[src/rtl/seg_scan_decoder_if.sv]
// Bus bundle between the 7-segment scan lines and the scan decoder.
// The master side drives the scan lines and clear. The slave side (the decoder)
// drives the decoded digit store, the frame snapshot and the error flags.
interface seg_scan_decoder_if;
    logic [7:0]  anode;
    logic [6:0]  cathode;
    logic        clear;
    logic [31:0] digits;
    logic [7:0]  seen;
    logic [31:0] frame_data;
    logic        frame_valid;
    logic        pat_err;
    logic        anode_err;

    modport master (
        output anode, cathode, clear,
        input  digits, seen, frame_data, frame_valid, pat_err, anode_err
    );

    modport slave (
        input  anode, cathode, clear,
        output digits, seen, frame_data, frame_valid, pat_err, anode_err
    );
endinterface

[src/rtl/seg_scan_decoder.sv]
// Receive-side decoder for a multiplexed 8-digit, active-low 7-segment scan.
// Each scan slot must hold steady for SETTLE_CYCLES edges before it is decoded.
// Decoded nibbles go into a live digit store. A full set of eight digits is
// snapshotted into frame_data. Bad anode or cathode patterns raise sticky flags.
module seg_scan_decoder #(
    parameter int SETTLE_CYCLES = 16,
    parameter int CNT_W         = 8
) (
    input logic               clk,
    input logic               reset,
    seg_scan_decoder_if.slave bus
);

    typedef enum logic [1:0] {ST_WAIT, ST_CAPTURE, ST_HOLD} state_t;

    localparam logic [CNT_W-1:0] LAST_CNT = CNT_W'(SETTLE_CYCLES - 1);

    state_t           state_q, state_d;
    logic [14:0]      sample_q;
    logic [14:0]      sampleIn;
    logic             changed;
    logic [CNT_W-1:0] cnt_q, cnt_d;

    logic [31:0]      digits_q, digits_d;
    logic [7:0]       seen_q, seen_d;
    logic [31:0]      frame_data_q, frame_data_d;
    logic             frame_valid_q, frame_valid_d;
    logic             pend_q, pend_d;
    logic             pat_err_q, pat_err_d;
    logic             anode_err_q, anode_err_d;

    logic [7:0]       anodeLow;
    logic             blank;
    logic             oneCold;
    logic [2:0]       digitIdx;
    logic             decValid;
    logic [3:0]       decNibble;

    assign sampleIn = {bus.anode, bus.cathode};
    assign changed  = (sampleIn != sample_q);

    // Cathode pattern (gfedcba, active-low) back to a hex nibble; bit 4 marks a known glyph.
    function automatic logic [4:0] decodeSeg(input logic [6:0] seg);
        case (seg)
            7'h40:   decodeSeg = {1'b1, 4'h0};
            7'h79:   decodeSeg = {1'b1, 4'h1};
            7'h24:   decodeSeg = {1'b1, 4'h2};
            7'h30:   decodeSeg = {1'b1, 4'h3};
            7'h19:   decodeSeg = {1'b1, 4'h4};
            7'h12:   decodeSeg = {1'b1, 4'h5};
            7'h02:   decodeSeg = {1'b1, 4'h6};
            7'h78:   decodeSeg = {1'b1, 4'h7};
            7'h00:   decodeSeg = {1'b1, 4'h8};
            7'h10:   decodeSeg = {1'b1, 4'h9};
            7'h08:   decodeSeg = {1'b1, 4'hA};
            7'h03:   decodeSeg = {1'b1, 4'hB};
            7'h46:   decodeSeg = {1'b1, 4'hC};
            7'h21:   decodeSeg = {1'b1, 4'hD};
            7'h06:   decodeSeg = {1'b1, 4'hE};
            7'h0E:   decodeSeg = {1'b1, 4'hF};
            default: decodeSeg = 5'h00;
        endcase
    endfunction

    // Register the sampled lines, settle counter and scan state.
    always_ff @(posedge clk or posedge reset) begin
        if (reset) begin
            sample_q <= 15'h7FFF;
            cnt_q    <= '0;
            state_q  <= ST_WAIT;
        end else begin
            if (changed) begin
                sample_q <= sampleIn;
            end
            cnt_q   <= cnt_d;
            state_q <= state_d;
        end
    end

    // Any change restarts settling; a full settle grants one capture cycle, then hold.
    always_comb begin
        state_d = state_q;
        cnt_d   = cnt_q;
        if (changed) begin
            state_d = ST_WAIT;
            cnt_d   = '0;
        end else begin
            case (state_q)
                ST_WAIT: begin
                    if (cnt_q == LAST_CNT) begin
                        state_d = ST_CAPTURE;
                    end else begin
                        cnt_d = cnt_q + CNT_W'(1);
                    end
                end
                ST_CAPTURE: state_d = ST_HOLD;
                ST_HOLD:    state_d = ST_HOLD;
                default:    state_d = ST_WAIT;
            endcase
        end
    end

    // Classify the captured anode lines and decode the captured cathode pattern.
    always_comb begin
        anodeLow = ~sample_q[14:7];
        blank    = (anodeLow == 8'h00);
        oneCold  = !blank && ((anodeLow & (anodeLow - 8'd1)) == 8'h00);
        digitIdx = 3'd0;
        for (int i = 0; i < 8; i++) begin
            if (anodeLow[i]) begin
                digitIdx = 3'(i);
            end
        end
        {decValid, decNibble} = decodeSeg(sample_q[6:0]);
    end

    // Update the digit store, frame bookkeeping and sticky flags; clear wins over capture.
    always_comb begin
        digits_d      = digits_q;
        seen_d        = seen_q;
        frame_data_d  = frame_data_q;
        frame_valid_d = 1'b0;
        pat_err_d     = pat_err_q;
        anode_err_d   = anode_err_q;

        if (pend_q && !bus.clear) begin
            frame_data_d  = digits_q;
            frame_valid_d = 1'b1;
            seen_d        = 8'h00;
        end

        if (state_q == ST_CAPTURE) begin
            if (oneCold) begin
                if (decValid) begin
                    digits_d[{digitIdx, 2'b00} +: 4] = decNibble;
                    seen_d[digitIdx]                 = 1'b1;
                end else begin
                    pat_err_d = 1'b1;
                end
            end else if (!blank) begin
                anode_err_d = 1'b1;
            end
        end

        if (bus.clear) begin
            seen_d      = 8'h00;
            pat_err_d   = 1'b0;
            anode_err_d = 1'b0;
        end

        pend_d = (state_q == ST_CAPTURE) && (seen_d == 8'hFF);
    end

    // Register the decoded outputs and the pending-frame flag.
    always_ff @(posedge clk or posedge reset) begin
        if (reset) begin
            digits_q      <= '0;
            seen_q        <= '0;
            frame_data_q  <= '0;
            frame_valid_q <= 1'b0;
            pend_q        <= 1'b0;
            pat_err_q     <= 1'b0;
            anode_err_q   <= 1'b0;
        end else begin
            digits_q      <= digits_d;
            seen_q        <= seen_d;
            frame_data_q  <= frame_data_d;
            frame_valid_q <= frame_valid_d;
            pend_q        <= pend_d;
            pat_err_q     <= pat_err_d;
            anode_err_q   <= anode_err_d;
        end
    end

    assign bus.digits      = digits_q;
    assign bus.seen        = seen_q;
    assign bus.frame_data  = frame_data_q;
    assign bus.frame_valid = frame_valid_q;
    assign bus.pat_err     = pat_err_q;
    assign bus.anode_err   = anode_err_q;

endmodule

[src/flat_wrapper.sv]
// flat-port wrapper written by rule: the top's interface ports become plain ports
module seg_scan_decoder_flat 
#(
    parameter int SETTLE_CYCLES = 16,
    parameter int CNT_W         = 8
)
  (clk, reset, bus_anode, bus_cathode, bus_clear, bus_digits, bus_seen, bus_frame_data, bus_frame_valid, bus_pat_err, bus_anode_err);
  seg_scan_decoder_if bus_i ();
  input logic clk;
  input logic reset;
  input wire logic [$bits(bus_i.anode)-1:0] bus_anode;
  input wire logic [$bits(bus_i.cathode)-1:0] bus_cathode;
  input wire logic [$bits(bus_i.clear)-1:0] bus_clear;
  output wire logic [$bits(bus_i.digits)-1:0] bus_digits;
  output wire logic [$bits(bus_i.seen)-1:0] bus_seen;
  output wire logic [$bits(bus_i.frame_data)-1:0] bus_frame_data;
  output wire logic [$bits(bus_i.frame_valid)-1:0] bus_frame_valid;
  output wire logic [$bits(bus_i.pat_err)-1:0] bus_pat_err;
  output wire logic [$bits(bus_i.anode_err)-1:0] bus_anode_err;
  assign bus_i.anode = bus_anode;
  assign bus_i.cathode = bus_cathode;
  assign bus_i.clear = bus_clear;
  assign bus_digits = bus_i.digits;
  assign bus_seen = bus_i.seen;
  assign bus_frame_data = bus_i.frame_data;
  assign bus_frame_valid = bus_i.frame_valid;
  assign bus_pat_err = bus_i.pat_err;
  assign bus_anode_err = bus_i.anode_err;
  seg_scan_decoder #(.SETTLE_CYCLES(SETTLE_CYCLES), .CNT_W(CNT_W)) u_core (.clk(clk), .reset(reset), .bus(bus_i));
endmodule
[config.mk]
export PLATFORM = sky130hd
export DESIGN_NAME = seg_scan_decoder_flat
export DESIGN_NICKNAME = d
export VERILOG_FILES = /design/src/rtl/seg_scan_decoder_if.sv /design/src/rtl/seg_scan_decoder.sv /design/src/flat_wrapper.sv
export SDC_FILE = /design/constraint.sdc
export NUM_CORES = 1
export LEC_CHECK = 0
export BUFFER_PORTS_ARGS = -buffer_cell sky130_fd_sc_hd__buf_2
export CORE_ASPECT_RATIO = 0.9
export CORE_MARGIN = 4
export CORE_UTILIZATION = 30
export CTS_CLUSTER_DIAMETER = 120
export DETAILED_ROUTE_END_ITERATION = 8
export GPL_ROUTABILITY_DRIVEN = 0
export PLACE_DENSITY = 0.59
export SLEW_MARGIN = 20
export SYNTH_ARGS = -nofsm -noshare
export SYNTH_HDL_FRONTEND = slang
export SYNTH_SLANG_ARGS = --single-unit
[constraint.sdc]
create_clock -name clk -period 3.39 [get_ports clk]
set_input_delay 0.678 -clock clk [delete_from_list [all_inputs] [get_ports clk]]
set_output_delay 0.678 -clock clk [all_outputs]
set_load 0.02 [all_outputs]
; Word level (Yosys, flattened, before mapping)
; Cells that the tools add are included.
[op_classes]
n_addsub = 3
magnitude_cmp = 2
n_eq_ne = 25
n_shift = 2
mux = 31
bitwise = 3
n_reduce_logical = 18
[op_table]
columns = op, count
row1 = 5-bit case mux with 16 select lines, 1
row2 = 8-bit two-way mux, 8
row3 = 32-bit bitwise mux, 1
row4 = "4-bit by 7-bit variable shift with 32-bit output, first input constant", 1
row5 = 4-bit by 7-bit indexed part select with 32-bit output, 1
row6 = "7-bit equality test, second input constant", 4
row7 = "7-bit by 5-bit equality test with 1-bit output, second input constant", 3
row8 = "7-bit by 6-bit equality test with 1-bit output, second input constant", 3
row9 = 8-bit zero test, 2
row10 = 15-bit inequality test, 1
row11 = "7-bit by 2-bit equality test with 1-bit output, second input constant", 2
row12 = "7-bit by 4-bit equality test with 1-bit output, second input constant", 2
row13 = 3-bit two-way mux, 4
row14 = 1-bit two-way mux, 11
row15 = 3-bit AND reduction, 3
row16 = "8-bit by 1-bit adder with 8-bit output, second input constant", 1
row17 = 8-bit bitwise AND, 1
row18 = "8-bit by 4-bit equality test with 1-bit output, second input constant", 1
row19 = "8-bit equality test, second input constant", 1
row20 = 2-bit two-way mux, 4
row21 = 8-bit NOT, 1
row22 = 8-bit bitwise OR, 1
row23 = "8-bit by 1-bit subtractor with 8-bit output, second input constant", 1
row24 = "7-bit by 3-bit equality test with 1-bit output, second input constant", 1
row25 = 17 further kinds, 25
[word_totals]
reg_bits = 101
in_bits = 18
out_inout_bits = 75
wordCells = 94

; Depth between registers and ports, before layout
[depth]
ltp_word = 19
mapped_depth = 12

; Worst setup path before layout
; OpenSTA, ideal clock, no wires.
[synth_path]
kind = register to register
start = register u_core.sample_q[9]
end = register u_core.digits_q[10], in the netlist u_core.bus.digits[10]
setup_ns = 0.125
t_arrival_ns = 2.789
path_slack_ns = 0.477
stages_incl_launch_ff = 13
n_path_buf = 2
synth_period_minus_slack_ns = 2.913
path_cell_list = dfstp_2 > clkbuf_1 > inv_1 > o21ai_0 > a21boi_0 > o21ai_0 > inv_1 > ha_1 > ha_1 > nor4b_2 > and3_1 > buf_2 > mux2_2
[synth_between]
elab_chain_cells = 10
word_cells_on_any_way = 18
[synth_lines]
columns = item, line
row1 = "start, declared", seg_scan_decoder.sv:19  ; logic [14:0] sample_q;
row2 = "start signal, assigned", seg_scan_decoder.sv:73  ; sample_q <= sampleIn;
row3 = 8-bit NOT *, seg_scan_decoder.sv:105  ; anodeLow = ~sample_q[14:7];
row4 = 2-bit two-way mux (2 in a row), seg_scan_decoder.sv:110  ; if (anodeLow[i]) begin
row5 = 3-bit two-way mux (4 in a row), seg_scan_decoder.sv:110
row6 = 5-bit negation with 7-bit output, seg_scan_decoder.sv:135  ; digits_d[{digitIdx, 2'b00} +: 4] = decNibble;
row7 = 4-bit by 7-bit indexed part select with 32-bit output / 4-bit by 7-bit variable shift with 32-bit output (equally long branches), seg_scan_decoder.sv:135
row8 = 32-bit bitwise mux, seg_scan_decoder.sv:135
row9 = "end signal, assigned", seg_scan_decoder.sv:165  ; digits_q <= digits_d;
row10 = "end, declared", seg_scan_decoder.sv:24  ; logic [31:0] digits_q, digits_d;
; Mark *: on every way between the ends. The rest lies on a longest branch, timed or not.
; A chain may end at the register's enable or synchronous reset.

; Final worst setup path
; Same ends and word-level chain as after synthesis.

==> results_dict.tcl <==
set metrics [dict create \
    cpPeakStageDelay_ns 0.59 \
    worstPathArrival_ns 3.18 \
    antenna_found_initial 0 \
    core_sq_mm 0.01539 \
    final_antenna_net_count 0 \
    utilization 0.3626 \
    avgSynthCellArea_sq_um 11.70 \
    cts_post_setup_buffers_inserted 0 \
    grt_pass1_wl_microns 17250 \
    grt_max_degree 55 \
    synthArstFlopShare 1.000 \
    cp_max_fo 7 \
    post-route-drc-count 0 \
    cts-root-buf "clkbuf_16" \
    cp-end-kind "flop" \
    p_clk_frac 0.418 \
    die_h_microns 126.8 \
    p_leak_nw 2.778 \
    detailed_place_hpwl_microns 7837 \
    synth.ff_latch_count 101 \
    start_util 0.3057 \
    status "completed" \
    cts_tree "built" \
    ctsHtreeMaxLevel 3 \
    rows 43 \
    grt_pass1_vias 3289 \
    io_pins 93 \
    cts.path.max_buffers 2 \
    fin_skew_ns 0.008927 \
    hold_viol 0 \
    yosysWarningCount 0 \
    ys_types 56 \
    p_int_w 0.001769 \
    nets 493 \
    required_ns 3.63 \
    critical_path.cell_chain "inv_1 > o21ai_0 > a21boi_0 > o21ai_1 > inv_1 > ha_1 > ha_1 > nor4b_2 > and3_1 > mux2_2" \
    synth_most_common_cell "dfrtp_1" \
    synth_top_area_cell "dfrtp_1" \
    power_frac_seq 0.536 \
    drt_iter0_drc 209 \
    p_switching_w 0.0005591 \
    cp_slowest_cell "dfstp_2" \
    combPwrFrac 0.046 \
    rsz0062_at_grt "no" \
    portBuffers 92 \
    maxSlewViolCount 0 \
    syn_area_sq_mm 0.004705 \
    total_power_w 0.002329 \
    worstSetupStartpointType "flop" \
    hold_path_class "input port to asynchronous set/reset pin" \
    syn2layout_area_growth_pct 18.59 \
    netlist_top_cells_count "86 x dfrtp_1, 60 x mux2_2, 28 x clkbuf_1, 23 x nand2_1, 21 x nor2_1" \
    crit_type "flop to flop" \
    clk_pin_slew_worst_paths_ns 0.07 \
    maxCapViolations 0 \
    postRouteWirelength_microns 10490 \
    track_usage 0.1221 \
    numCtsBuffers 9 \
    synth_cells 402 \
    max_freq_mhz 340.4 \
    dieArea_sq_mm 0.01775 \
    fin_crit_ns 2.938 \
    synth_ff_type "dfrtp_1" \
    drt-vias-per-instance 4.583 \
    synth_edf_count 0 \
    tightest_slew_ns 0.9124 \
    finalSetupViolCount 0 \
    die_x_microns 140 \
    antennaDiodeCount 0 \
    wire_per_inst_microns 15.49 \
    post-route-period-util 0.8666 \
    hold_buffers 0 \
    grt_overflow 0 \
    worst-path-buf-inv 2 \
    synth.top_cell.area_share 0.4574 \
    max-slew-margin-rel 0.3903 \
    drive_gt1_frac 0.4084 \
    synth.area.top_cells "dfrtp_1 46%, mux2_2 14%, dfstp_2 8.4%" \
    crit_family "simple AND/OR/NAND/NOR gates" \
    synth_nets 425 \
    ir_drop_v 0.0002523 \
    power.density_mw_per_mm2 417.4 \
    clk_latency_ns 0.35 \
    switching_share 0.2401 \
    vias 3103 \
    fin_tns_setup_ns 0 \
    yosysSeqAreaShare 0.5412 \
    dr.pass1.iters 4 \
    clkSinkCount 101 \
]
## cell type report
class / instances / area (sq um)
fill: 1539 / 9808
sequential: 101 / 2546
multi-input combinational: 251 / 1962
timing repair buffer: 93 / 480.5
tap: 202 / 252.7
clock buffer: 9 / 225.2
clock inverter: 7 / 57.56
inverter: 14 / 55.05
## flip-flops by register name, indices dropped and copies added, names as in the netlist, 2 cells and up
register and count:
u_core.state_q 2, u_core.bus.seen 8, u_core.cnt_q 8, u_core.bus.digits 32, u_core.sample_q 15, u_core.bus.frame_data 32
## worst paths after layout
path | startpoint | end | slack [ns] | depth (start not counted)
setup / recovery | u_core.sample_q[9] | u_core.bus.digits[10] | 0.45 | 10
setup reg to reg | u_core.sample_q[9] | u_core.bus.digits[10] | 0.45 | 10
hold reg to reg | u_core.bus.frame_data[13] | u_core.bus.frame_data[13] | 0.50 | 1
max in group asynchronous | reset | u_core.bus.digits[1] | 2.26 | 3
min in group clk | bus_anode[6] | u_core.sample_q[13] | 0.44 | 1
hold / removal | reset | u_core.bus.frame_data[26] | 0.41 | 2
## cells in the final DEF (no fill, tap or decap), types with 2 or more instances in the layout
cell,instances
nand4_1,3
inv_1,13
maj3_1,3
nor4b_2,2
dfrtp_1,86
nand4b_1,2
buf_2,92
nand3_1,4
nor3_1,7
nand3b_1,2
o211ai_1,2
a31oi_1,2
xnor2_1,4
a211oi_1,2
xor2_1,19
inv_6,2
or3_1,4
nand2_1,23
nor2_1,20
o31ai_1,2
mux2_2,60
dfstp_2,15
and3_1,9
o21ai_0,5
nor3b_1,3
nor4_1,4
a2111oi_0,2
or3b_1,3
or2_2,3
a21oi_1,18
clkbuf_16,9
mux2_1,4
and2_1,2
clkinvlp_4,2
nor2b_1,8
ha_1,5
nand2b_1,2
## power by group through the flow
stage	logic [W]	registers, W	clock network (W)
floorplan	0.0000951	0.00125	0
global placement	0.000107	0.00127	0
detailed placement	0.000110	0.00127	0
CTS	0.000111	0.00125	0.00101
global route	0.000123	0.00125	0.00106
finish	0.000107	0.00125	0.000974
## stage by stage
| step | std cells | worst slack, ns | cell area, sq um | hold slack [ns] |
|---|---|---|---|---|
| floorplan | 402 | 0.08969 | 4705 | 0.4970 |
| global placement | 661 | 0.4590 | 5296 | 0.4835 |
| detailed placement | 661 | 0.3022 | 5296 | 0.4923 |
| CTS | 677 | 0.2887 | 5579 | 0.4233 |
| global route | 677 | 0.1348 | 5579 | 0.4230 |
| finish | 677 | 0.4522 | 5579 | 0.4095 |
## worst register-to-register path, cell delays in order (launching register included)
cell and delay, ns:
dfstp_2 0.59, inv_1 0.04, o21ai_0 0.18, a21boi_0 0.12, o21ai_1 0.26, inv_1 0.13
ha_1 0.22, ha_1 0.25, nor4b_2 0.37, and3_1 0.30, mux2_2 0.35
## per-layer routing
layer  share of wire  global-route usage  up-vias
met5               0                   0        -
met4           0.012             0.03875        0
met3           0.041             0.03505        8
met2            0.48              0.1983       55
met1            0.47              0.1584     1511
li1                -                   -     1529
## timing repair
action	in CTS	in global routing
hold endpoints to repair	0	0
setup endpoints to repair	0	4
resized for setup	0	1
## cells by family (layout without fill, tap and decap cells)
logic type / after synthesis / after routing / synth area share
AO/OA/AOI/OAI: 46 / 46 / 0.06729
AND/OR/NAND/NOR: 110 / 110 / 0.1324
XOR/XNOR: 23 / 23 / 0.04282
multiplexers: 64 / 64 / 0.1532
adder cells (fa/ha/maj): 8 / 8 / 0.01968
buffers and inverters: 50 / 123 / 0.04335
flip-flops: 101 / 101 / 0.5412
Note: power is estimated with default switching activity, not from simulation.
